`src/rtl/alu_serial.sv`:
```
// Serial ALU: WIDTH-bit operands processed one 4-bit slice per cycle, LSB first,
// with carry chained between slices; valid/ready handshakes on both sides.
module alu_serial #(
  parameter int unsigned WIDTH = 8
) (
  input  logic             clk,
  input  logic             reset,
  input  logic             in_valid,
  output logic             in_ready,
  input  logic [3:0]       in_op,
  input  logic [WIDTH-1:0] in_a,
  input  logic [WIDTH-1:0] in_b,
  input  logic [3:0]       in_flags,
  output logic             out_valid,
  input  logic             out_ready,
  output logic [WIDTH-1:0] out_result,
  output logic [3:0]       out_flags
);
  localparam int unsigned N  = WIDTH / 4;
  localparam int unsigned CW = (N > 1) ? $clog2(N) : 1;
  localparam logic [CW-1:0] LAST = CW'(N - 1);

  localparam int unsigned FC = 0;
  localparam int unsigned FH = 1;
  localparam int unsigned FN = 2;
  localparam int unsigned FZ = 3;

  typedef enum logic [1:0] {
    S_IDLE,
    S_BUSY,
    S_DONE
  } state_e;

  typedef enum logic [3:0] {
    OP_ADD = 4'd0,
    OP_ADC = 4'd1,
    OP_SUB = 4'd2,
    OP_SBC = 4'd3,
    OP_AND = 4'd4,
    OP_XOR = 4'd5,
    OP_OR  = 4'd6,
    OP_CP  = 4'd7,
    OP_INC = 4'd8,
    OP_DEC = 4'd9,
    OP_DAA = 4'd10,
    OP_CPL = 4'd11,
    OP_SCF = 4'd12,
    OP_CCF = 4'd13
  } op_e;

  state_e           state_q, state_d;
  logic [CW-1:0]    cnt_q;
  op_e              op_q;
  logic [WIDTH-1:0] a_q;
  logic [3:0]       flags_q;
  logic [WIDTH-1:0] x_sh, y_sh;
  logic [WIDTH-5:0] res_sh;
  logic             carry_q;
  logic             daa_hi_q;

  logic [WIDTH-1:0] dec_x, dec_y, corr;
  logic             dec_cin, daa_lo, daa_hi;
  logic [7:0]       a_lo8;

  logic [4:0]       slice_sum;
  logic [WIDTH-1:0] full_res;
  logic [WIDTH-1:0] fin_result;
  logic [3:0]       fin_flags;
  logic             z_res, c_top, h_top;

  // Every op is reduced at accept to x + y + cin; logic/copy ops precompute x and add zero.
  always_comb begin
    a_lo8   = in_a[7:0];
    daa_lo  = in_flags[FH] || (!in_flags[FN] && (a_lo8[3:0] > 4'd9));
    daa_hi  = in_flags[FC] || (!in_flags[FN] && (a_lo8 > 8'h99));
    corr    = '0;
    dec_x   = in_a;
    dec_y   = '0;
    dec_cin = 1'b0;
    case (op_e'(in_op))
      OP_ADD: dec_y = in_b;
      OP_ADC: begin
        dec_y   = in_b;
        dec_cin = in_flags[FC];
      end
      OP_SUB, OP_CP: begin
        dec_y   = ~in_b;
        dec_cin = 1'b1;
      end
      OP_SBC: begin
        dec_y   = ~in_b;
        dec_cin = ~in_flags[FC];
      end
      OP_INC: begin
        dec_x   = in_b;
        dec_cin = 1'b1;
      end
      OP_DEC: begin
        dec_x = in_b;
        dec_y = '1;
      end
      OP_AND: dec_x = in_a & in_b;
      OP_XOR: dec_x = in_a ^ in_b;
      OP_OR:  dec_x = in_a | in_b;
      OP_CPL: dec_x = ~in_a;
      OP_DAA: begin
        if (WIDTH == 8) begin
          corr[7:0] = {(daa_hi ? 4'h6 : 4'h0), (daa_lo ? 4'h6 : 4'h0)};
          if (in_flags[FN]) begin
            dec_y   = ~corr;
            dec_cin = 1'b1;
          end else begin
            dec_y = corr;
          end
        end
      end
      default: ;
    endcase
  end

  assign slice_sum = {1'b0, x_sh[3:0]} + {1'b0, y_sh[3:0]} + {4'b0, carry_q};
  assign full_res  = {slice_sum[3:0], res_sh};

  // On the last slice carry_q still holds the carry into the top slice (H source).
  always_comb begin
    c_top      = slice_sum[4];
    h_top      = carry_q;
    z_res      = (full_res == '0);
    fin_result = full_res;
    fin_flags  = flags_q;
    case (op_q)
      OP_ADD, OP_ADC: fin_flags = {z_res, 1'b0, h_top, c_top};
      OP_SUB, OP_SBC: fin_flags = {z_res, 1'b1, ~h_top, ~c_top};
      OP_CP: begin
        fin_flags  = {z_res, 1'b1, ~h_top, ~c_top};
        fin_result = a_q;
      end
      OP_INC: fin_flags = {z_res, 1'b0, h_top, flags_q[FC]};
      OP_DEC: fin_flags = {z_res, 1'b1, ~h_top, flags_q[FC]};
      OP_AND: fin_flags = {z_res, 1'b0, 1'b1, 1'b0};
      OP_XOR, OP_OR: fin_flags = {z_res, 1'b0, 1'b0, 1'b0};
      OP_CPL: fin_flags = {flags_q[FZ], 1'b1, 1'b1, flags_q[FC]};
      OP_SCF: fin_flags = {flags_q[FZ], 1'b0, 1'b0, 1'b1};
      OP_CCF: fin_flags = {flags_q[FZ], 1'b0, 1'b0, ~flags_q[FC]};
      OP_DAA: begin
        if (WIDTH == 8) begin
          fin_flags = {z_res, flags_q[FN], 1'b0, daa_hi_q};
        end
      end
      default: ;
    endcase
  end

  always_ff @(posedge clk or posedge reset) begin
    if (reset) begin
      state_q <= S_IDLE;
    end else begin
      state_q <= state_d;
    end
  end

  always_comb begin
    state_d = state_q;
    case (state_q)
      S_IDLE: if (in_valid) state_d = S_BUSY;
      S_BUSY: if (cnt_q == LAST) state_d = S_DONE;
      S_DONE: if (out_ready) state_d = S_IDLE;
      default: state_d = S_IDLE;
    endcase
  end

  assign in_ready  = (state_q == S_IDLE);
  assign out_valid = (state_q == S_DONE);

  always_ff @(posedge clk or posedge reset) begin
    if (reset) begin
      cnt_q      <= '0;
      op_q       <= OP_ADD;
      a_q        <= '0;
      flags_q    <= '0;
      x_sh       <= '0;
      y_sh       <= '0;
      res_sh     <= '0;
      carry_q    <= 1'b0;
      daa_hi_q   <= 1'b0;
      out_result <= '0;
      out_flags  <= '0;
    end else if (state_q == S_IDLE && in_valid) begin
      cnt_q    <= '0;
      op_q     <= op_e'(in_op);
      a_q      <= in_a;
      flags_q  <= in_flags;
      x_sh     <= dec_x;
      y_sh     <= dec_y;
      carry_q  <= dec_cin;
      daa_hi_q <= daa_hi;
    end else if (state_q == S_BUSY) begin
      x_sh    <= x_sh >> 4;
      y_sh    <= y_sh >> 4;
      res_sh  <= full_res[WIDTH-1:4];
      carry_q <= slice_sum[4];
      if (cnt_q == LAST) begin
        cnt_q      <= '0;
        out_result <= fin_result;
        out_flags  <= fin_flags;
      end else begin
        cnt_q <= cnt_q + CW'(1);
      end
    end
  end

endmodule
```
`config.mk`:
```
export PLATFORM = sky130hd
export DESIGN_NAME = alu_serial
export DESIGN_NICKNAME = d
export VERILOG_FILES = /design/src/rtl/alu_serial.sv
export SDC_FILE = /design/constraint.sdc
export NUM_CORES = 1
export LEC_CHECK = 0
export ABC_AREA = 1
export CAP_MARGIN = 15
export CELL_PAD_IN_SITES_DETAIL_PLACEMENT = 0
export CELL_PAD_IN_SITES_GLOBAL_PLACEMENT = 2
export CORE_MARGIN = 5
export CORE_UTILIZATION = 28
export CTS_CLUSTER_SIZE = 16
export DETAILED_ROUTE_END_ITERATION = 10
export PLACE_DENSITY_LB_ADDON = 0.1
export REMOVE_ABC_BUFFERS = 1
export SYNTH_ARGS = -nofsm -noshare
export SYNTH_HDL_FRONTEND = slang
export SYNTH_SLANG_ARGS = --single-unit
```
`constraint.sdc`:
```
create_clock -name clk -period 1.8 [get_ports clk]
set_input_delay 0.27 -clock clk [delete_from_list [all_inputs] [get_ports clk]]
set_output_delay 0.27 -clock clk [all_outputs]
set_load 0.01 [all_outputs]
```
### Yosys cells after proc, flatten, opt, wreduce, memory -nomap -nowiden

Cells that the tools add are included.

| storage, ports and cells | value |
|---|---|
| bits of input ports | 28 |
| register bits after elaboration | 53 |
| logic and storage cells | 100 |
| output and inout bits | 14 |

| operators by class | value |
|---|---|
| bitwise logic cells | 11 |
| eq/ne operators | 29 |
| add/sub/neg operators | 3 |
| mux-type cells | 22 |
| $lt $le $gt $ge | 2 |
| reductions and logical operators | 21 |

Operator list:

| operator | count |
|---|---|
| two-way mux 8 bit | 6 |
| == test 4 bit (second input constant) | 10 |
| one-hot mux 4 bit (10 select lines) | 1 |
| one-hot mux 8 bit (5 select lines) | 1 |
| == test 4 x 3 -> 1 bit (second input constant) | 8 |
| one-hot mux 8 bit (4 select lines) | 1 |
| == test 4 x 2 -> 1 bit (second input constant) | 4 |
| inverter 8 bit | 2 |
| OR reduction 3 bit | 3 |
| bitwise AND 8 bit | 1 |
| == test 4 x 1 -> 1 bit (second input constant) | 2 |
| > comparator 8 bit (second input constant) | 1 |
| zero test 4 bit | 2 |
| zero test 8 bit | 1 |
| inverter 7 -> 8 bit | 1 |
| bitwise OR 8 bit | 1 |
| OR reduction 2 bit | 4 |
| XOR 8 bit | 1 |
| two-way mux 1 bit | 6 |
| two-way mux 2 bit | 3 |
| two-way mux 3 bit | 2 |
| one-hot mux 2 bit (3 select lines) | 1 |
| AND reduction 3 bit | 2 |
| adder 4 x 4 -> 5 bit | 1 |
| 15 further kinds | 23 |

### Longest topological paths before layout

Gate-level depths: netlist (run 1).

| logic depth | value |
|---|---|
| depth in word-level cells | 8 |
| gate-level depth with buffers | 10 |
| depth with buffers taken out | 10 |

### Least setup slack after synthesis (run 1)

OpenSTA, ideal clock, no wires.

| path | value |
|---|---|
| path kind | register -> register |
| start | register x_sh[0] |
| end | register out_flags[3] |
| data arrival time | 1.767 ns |
| path slack | -0.032 ns |
| required time | 1.736 ns |
| clock period less this slack | 1.832 ns |
| buffers on the path | 0 |
| cell stages (with the launch flop) | 11 |
| library setup time | 0.064 ns |
| path through | dfrtp_1 -> inv_1 -> fa_1 -> inv_1 -> fa_1 -> nor2_1 -> nand3_1 -> nor2_1 -> nand4_1 -> nor2_1 -> o21a_1 |

| on the way | value |
|---|---|
| longest elaborated chain between the ends | 4 |

RTL lines:

| what | RTL line | source |
|---|---|---|
| from (decl) | 56 | `logic [WIDTH-1:0] x_sh, y_sh;` |
| from (signal assigned) | 198 | `x_sh <= x_sh >> 4;` |
| adder 4 x 4 -> 5 bit | 121 | `assign slice_sum = {1'b0, x_sh[3:0]} + {1'b0, y_sh[3:0]} + {4'b0, carry_q};` |
| adder 5 x 1 -> 5 bit | 121 |  |
| named net slice_sum[1] | 65 | `logic [4:0] slice_sum;` |
| zero test 8 bit | 128 | `z_res = (full_res == '0);` |
| one-hot mux 4 bit (10 select lines) | 131 | `case (op_q)` |
| to (signal assigned) | 205 | `out_flags <= fin_flags;` |
| to (decl) | 17 | `output logic [3:0] out_flags` |

The timed path passes the listed nets, and every way through them passes these cells.
A chain may end at the register's enable or synchronous reset.

### Worst setup path in the final report (run 1)

Ends and elaborated chain as after synthesis.

==> results of run 1 <==
## worst reg2reg max path, stage by stage, from the launching register on
cell     delay [ns]
dfrtp_1        0.34
inv_2          0.05
fa_2           0.38
inv_2          0.07
fa_2           0.45
nor2_2         0.09
nand3_1        0.06
nor2_1         0.10
nand4_1        0.08
nor2_1         0.10
o21a_1         0.11
## kinds of logic (layout without fill, tap and decap cells)
group | after synthesis | in the layout | synth area share [%]
AOI/OAI and AO/OA | 98 | 98 | 15.75
adders and majority gates | 21 | 21 | 8.189
DFF | 53 | 53 | 39.10
and+or+nand+nor | 230 | 230 | 27.33
buffers and inverters | 80 | 160 | 9.111
xor gates and xnor gates | 2 | 2 | 0.5165
## worst min-delay path by stage
| stage | start | end | slack (ns) | depth (start not counted) |
|---|---|---|---|---|
| 5_1_grt | reset | out_result[1] | 0.37 | 3 |
| 6_report | reset | out_result[1] | 0.34 | 3 |
| 4_1_cts | reset | state_q[1] | 0.36 | 3 |
| 3_3_place_gp | out_result[4] | out_result[4] | 0.46 | 2 |
| 3_5_place_dp | out_result[4] | out_result[4] | 0.47 | 2 |
| 2_1_floorplan | out_ready | state_q[1] | 0.37 | 1 |
## timing repair
| action | CTS | global route |
|---|---|---|
| setup endpoints to repair | 3 | 8 |
| gates resized for setup | 4 | 10 |
| pin swaps | 2 | 2 |
| buffers inserted | 0 | 1 |
## through the flow
step                hold WS [ns]  instances
global placement          0.4607        702
floorplan                 0.3656        473
finish                    0.3377        711
CTS                       0.3552        710
detailed placement        0.4699        702
global route              0.3668        711
## metal layers
metal | up-vias | GRT usage, % | wire length [um]
li1 | 1706 | - | -
met3 | 5 | 1.838 | 229
met1 | 1470 | 20.49 | 5137
met4 | 0 | 3.006 | 93
met5 | - | 0 | 0
met2 | 50 | 24.31 | 4630
## placed cells by master (no fill, tap or decap), drive strengths merged, types with 6 or more instances in the layout
cell type,n
nand2,139
o21ai,64
nor2,56
inv,70
dfrtp,53
nand3,23
clkdlybuf4s50,41
or2,6
ha,19
a21oi,13
o22ai,6
buf,42
## final cells by class
class / count / area (um^2)
Clock inverter: 3 / 43.79
Clock buffer: 5 / 125.1
Sequential cell: 53 / 1326
Multi-Input combinational cell: 351 / 1792
Timing Repair Buffer: 83 / 763.2
Tap cell: 147 / 183.9
Inverter: 69 / 259.0
Fill cell: 1288 / 7468
## power by group through the flow
stage               combinational (mW)  clock [mW]  sequential, mW
floorplan                         1.85           0            2.11
global placement                  3.18           0            2.16
detailed placement                3.20           0            2.16
CTS                               3.24        1.15            2.14
global route                      3.77        1.19            2.23
finish                            3.29        1.11            2.15
## sequential cells by signal, summed over array words and instances (netlist names)
register	count
a_q	8
out_result	8
x_sh	8
y_sh	8
flags_q	4
op_q	4
out_flags	4
res_sh	4
state_q	2
carry_q	1
cnt_q	1
daa_hi_q	1
==> results.sh, run 1 <==
export IMPL_portBuffers=41
export IMPL_synth_seq_cells=53
export IMPL_clock_latency_ns=0.29
export IMPL_cellPowerDensity_mw_per_mm2=1456
export IMPL_numClockSinks=53
export IMPL_finalCriticalPeriod_ns=1.897
export IMPL_drive_above_1_share_pct=12.94
export IMPL_num_vias=3231
export IMPL_fin_crit_sh_pct=105.4
export IMPL_r2r_slack_ns=-0.1
export IMPL_slew_headroom_pct=70.54
export IMPL_power_switching_mw=2.653
export IMPL_start_util_pct=28.36
export IMPL_setup_violations=1
export IMPL_dpl_cell_area_mm2=0.004282
export IMPL_crit_family="adder cells"
export IMPL_die_x_um=120.1
export IMPL_pwr_share_seq_pct=32.8
export IMPL_crit_slowest_cell="fa_2"
export IMPL_postCtsHoldBufs=0
export IMPL_grt_overflow=0
export IMPL_maxSlewViolCount=0
export IMPL_rsz0062_at_grt="yes"
export IMPL_crit_start="x_sh[0]"
export IMPL_worstSetupPathDepth=10
export IMPL_ys_top_cells_by_count="138 x nand2_1, 68 x inv_1, 63 x o21ai_0"
export IMPL_syn_avg_cell_area_um2=7.008
export IMPL_switching_share_pct=40.55
export IMPL_dieArea_mm2=0.01442
export IMPL_synth_edf_count=0
export IMPL_path_clk_slew_ns=0.07
export IMPL_p_leak_nw=2.285
export IMPL_nNetsFinal=612
export IMPL_wl_um=10090
export IMPL_crit_path_end="out_flags[3]"
export IMPL_reg2reg_to="out_flags[3]"
export IMPL_ir_drop_mv=0.4533
export IMPL_drv_cap=0
export IMPL_worst_pin_slew_ns=0.4415
export IMPL_yosys_warnings=0
export IMPL_synth_cells=484
export IMPL_required_ns=2.03
export IMPL_synthMostInstantiatedCell="nand2_1"
export IMPL_viasPerCell=4.544
export IMPL_worstPathCellList="inv_2, fa_2, inv_2, fa_2, nor2_2, nand3_1, nor2_1, nand4_1, nor2_1, o21a_1"
export IMPL_drc=0
export IMPL_clockBufferDepth=2
export IMPL_grt_pass1_wl_um=16950
export IMPL_std_cell_rows=40
export IMPL_dp_hpwl_um=7950
export IMPL_ant_nets=0
export IMPL_setup_tns_ns=-0.09707
export IMPL_worstRegToRegCells=10
export IMPL_firstDrtPassIters=5
export IMPL_total_power_mw=6.544
export IMPL_synth_seq_area_share_pct=39.10
export IMPL_cts_tree="built"
export IMPL_grt_pass1_vias=3247
export IMPL_rr_startpoint="x_sh[0]"
export IMPL_yosysTopAreaCell="dfrtp_1"
export IMPL_hp_class="primary input to async pin"
export IMPL_slowest_delay_ns=0.45
export IMPL_p_clk_share_pct=17.0
export IMPL_combPwrFrac_pct=50.2
export IMPL_fmax_ghz=0.5271
export IMPL_status="complete, but fails checks"
export IMPL_pin_count=42
export IMPL_yosys_most_used_dff="dfrtp_1"
export IMPL_antenna_found_initial=0
export IMPL_grt_max_degree=54
export IMPL_die_h_um=120.1
export IMPL_arrival_ns=2.13
export IMPL_worstSetupPathType="register to register"
export IMPL_power_report_internal_total_mw=3.891
export IMPL_fp_coreArea_mm2=0.01196
export IMPL_preCtsSetupSlack_ns=-0.1891
export IMPL_wl_per_cell_um=14.19
export IMPL_fin_ws_ns=-0.09707
export IMPL_synthesis_area_mm2=0.003392
export IMPL_ys_async_sr_fraction_pct=100.0
export IMPL_cts_buffers=5
export IMPL_worst_path_buf_inv=2
export IMPL_cts_max_level=2
export IMPL_grtUsageTotal_pct=14.66
export IMPL_area_growth_pct=32.46
export IMPL_yosys_area_top_type_share_pct=39.10
export IMPL_gp_congestion=0.7920
export IMPL_cts_root_buffer_cell="clkbuf_16"
export IMPL_yosys_top_cells_area="dfrtp_1 39%, nand2_1 15%, o21ai_0 9.3%"
export IMPL_start_kind="register"
export IMPL_drt_iter0_markers=184
export IMPL_fin_util_pct=37.56
export IMPL_critPathMaxFanout=3
export IMPL_final_area_mm2=0.004493
export IMPL_end_kind="register"
export IMPL_finClkSkew_ns=0.007503
export IMPL_synth_cell_type_count=31
export IMPL_violations="setup timing"
export IMPL_antenna_cells=0
export IMPL_hold_viol_final=0
No activity file was read; power rests on OpenSTA's default activity.
==> run 2, diff against run 1 <==
--- a/config.mk
+++ b/config.mk
@@ -9,8 +9,8 @@
 export CAP_MARGIN = 15
 export CELL_PAD_IN_SITES_DETAIL_PLACEMENT = 0
 export CELL_PAD_IN_SITES_GLOBAL_PLACEMENT = 2
-export CORE_MARGIN = 5
-export CORE_UTILIZATION = 28
+export CORE_MARGIN = 2
+export CORE_UTILIZATION = 34
 export CTS_CLUSTER_SIZE = 16
 export DETAILED_ROUTE_END_ITERATION = 10
 export PLACE_DENSITY_LB_ADDON = 0.1
==> constraint.sdc (replaced) <==
create_clock -name clk -period 2.27 [get_ports clk]
set_input_delay 0.3405 -clock clk [delete_from_list [all_inputs] [get_ports clk]]
set_output_delay 0.3405 -clock clk [all_outputs]
set_load 0.01 [all_outputs]
==> run 2 against run 1 <==
The run now ends clean. Non-clock buffer count decreased by 31. Sequential share of layout area increased by 2.4 points. Clock power decreased by 31%. Final area decreased by 7.6%. Utilization increased by 5.1 points. Critical path depth unchanged. Die area decreased by 25%. Maximum frequency decreased by 6.8%. Hold slack improved by 0.039 ns. First-iteration DRC count increased by 6.0%. Combinational power decreased by 28%. Count of clock-buffer cells in the layout unchanged. Largest power group unchanged. Highest routed layer unchanged.
==> results.sh, run 2 (same netlist as run 1, synthesis figures left out) <==
export IMPL_rsz0062_at_grt="no"
export IMPL_end_kind="register"
export IMPL_grt_overflow=0
export IMPL_cts_max_level=2
export IMPL_nNetsFinal=581
export IMPL_firstDrtPassIters=5
export IMPL_r2r_slack_ns=0.23
export IMPL_worst_pin_slew_ns=0.4207
export IMPL_maxSlewViolCount=0
export IMPL_cts_tree="built"
export IMPL_crit_family="adder cells"
export IMPL_hp_class="primary input to async pin"
export IMPL_grt_pass1_vias=3098
export IMPL_pin_count=42
export IMPL_cts_root_buffer_cell="clkbuf_8"
export IMPL_area_growth_pct=22.35
export IMPL_setup_violations=0
export IMPL_preCtsSetupSlack_ns=0.1458
export IMPL_wl_um=9328
export IMPL_path_clk_slew_ns=0.10
export IMPL_finalCriticalPeriod_ns=2.036
export IMPL_finClkSkew_ns=0.01116
export IMPL_status="finished clean"
export IMPL_whs_ns=0.3763
export IMPL_antenna_found_initial=0
export IMPL_ir_drop_mv=0.3844
export IMPL_setup_tns_ns=0
export IMPL_dp_cells=656
export IMPL_fmax_ghz=0.4911
export IMPL_dieArea_mm2=0.01079
export IMPL_drv_cap=0
export IMPL_total_power_mw=4.843
export IMPL_portBuffers=41
export IMPL_fin_crit_sh_pct=89.71
export IMPL_clockBufferDepth=2
export IMPL_viasPerCell=4.778
export IMPL_arrival_ns=2.29
export IMPL_final_cell_mix="138 x nand2_1, 67 x inv_1, 63 x o21ai_0"
export IMPL_drc=0
export IMPL_crit_start="y_sh[0]"
export IMPL_grt_max_degree=54
export IMPL_drt_iter0_markers=195
export IMPL_numClockSinks=53
export IMPL_slowest_delay_ns=0.47
export IMPL_cts_buffers=5
export IMPL_start_util_pct=34.86
export IMPL_gp_congestion=0.8101
export IMPL_cellPowerDensity_mw_per_mm2=1167
export IMPL_ant_nets=0
export IMPL_p_leak_nw=2.113
export IMPL_antenna_cells=0
export IMPL_rr_startpoint="y_sh[0]"
export IMPL_hold_viol_final=0
export IMPL_slew_headroom_pct=71.92
export IMPL_fin_ws_ns=0.2336
export IMPL_stdcell_count=666
export IMPL_worstPathCellList="inv_1, fa_1, inv_1, fa_1, nor2_1, nand3_1, nor2_2, nand4_1, nor2_1, o21a_1"
export IMPL_area_sequential_mm2=0.001326
export IMPL_worstSetupPathType="register to register"
export IMPL_critPathMaxFanout=3
export IMPL_layout_commonest_cell="nand2_1"
export IMPL_required_ns=2.52
export IMPL_worst_path_buf_inv=2
export IMPL_die_x_um=103.9
export IMPL_fp_coreArea_mm2=0.009729
export IMPL_grtUsageTotal_pct=17.94
export IMPL_drive_above_1_share_pct=5.816
export IMPL_dp_hpwl_um=7085
export IMPL_wl_per_cell_um=14.01
export IMPL_clock_latency_ns=0.31
export IMPL_start_kind="register"
export IMPL_std_cell_rows=36
export IMPL_num_vias=3182
export IMPL_multiInputGateArea_mm2=0.001759
export IMPL_grt_pass1_wl_um=15650
export IMPL_postCtsHoldBufs=0
export IMPL_fillers=1062
export IMPL_crit_slowest_cell="fa_1"
export IMPL_die_h_um=103.9
-- run 2: per-stage QoR --
stage / util [%] / cell area, um^2
after detailed placement: 41.10 / 3999
after global routing: 42.66 / 4150
after floorplan: - / 3342
after global placement: 41.10 / 3999
after CTS: 42.48 / 4133
final: 42.66 / 4150
-- run 2: power by group --
part | total [mW] | switching (mW) | internal, mW
Clock | 0.762 | 0.324 | 0.438
Sequential | 1.70 | 0.297 | 1.40
Combinational | 2.38 | 1.37 | 1.02
-- run 2: final timing paths --
kind | endpoint | depth (start not counted)
hold reg to reg | out_result[7] | 2
hold / removal | state_q[1] | 3
max in group asynchronous | state_q[0] | 3
setup / recovery | out_flags[3] | 10
min in group clk | out_result[7] | 2
setup reg to reg | out_flags[3] | 10
-- run 2: final cells by class --
| type | instances | area share (%) |
|---|---|---|
| multi-input combinational | 351 | 42.39 |
| sequential | 53 | 31.96 |
| timing repair buffer | 52 | 12.18 |
| inverter | 69 | 6.241 |
| tap | 133 | 4.010 |
| clock buffer | 5 | 1.658 |
| clock inverter | 3 | 1.568 |
-- run 2: what timing repair did --
item / CTS / global route
buffers inserted: 0 / 2
endpoints found under the setup margin: 0 / 1
gates resized for setup: 0 / 1
-- run 2: routing by layer --
metal	vias to the layer above	global-route usage, %	share of wire, %
li1	1641	-	-
met1	1476	25.16	50
met4	0	4.923	1.3
met2	56	29.79	46
met5	-	0	0
met3	9	1.504	2.7
-- run 2: worst min-delay path, cell delays in order --
cell and delay (ns):
clkdlybuf4s50_1 0.41, inv_2 0.07, buf_12 0.26
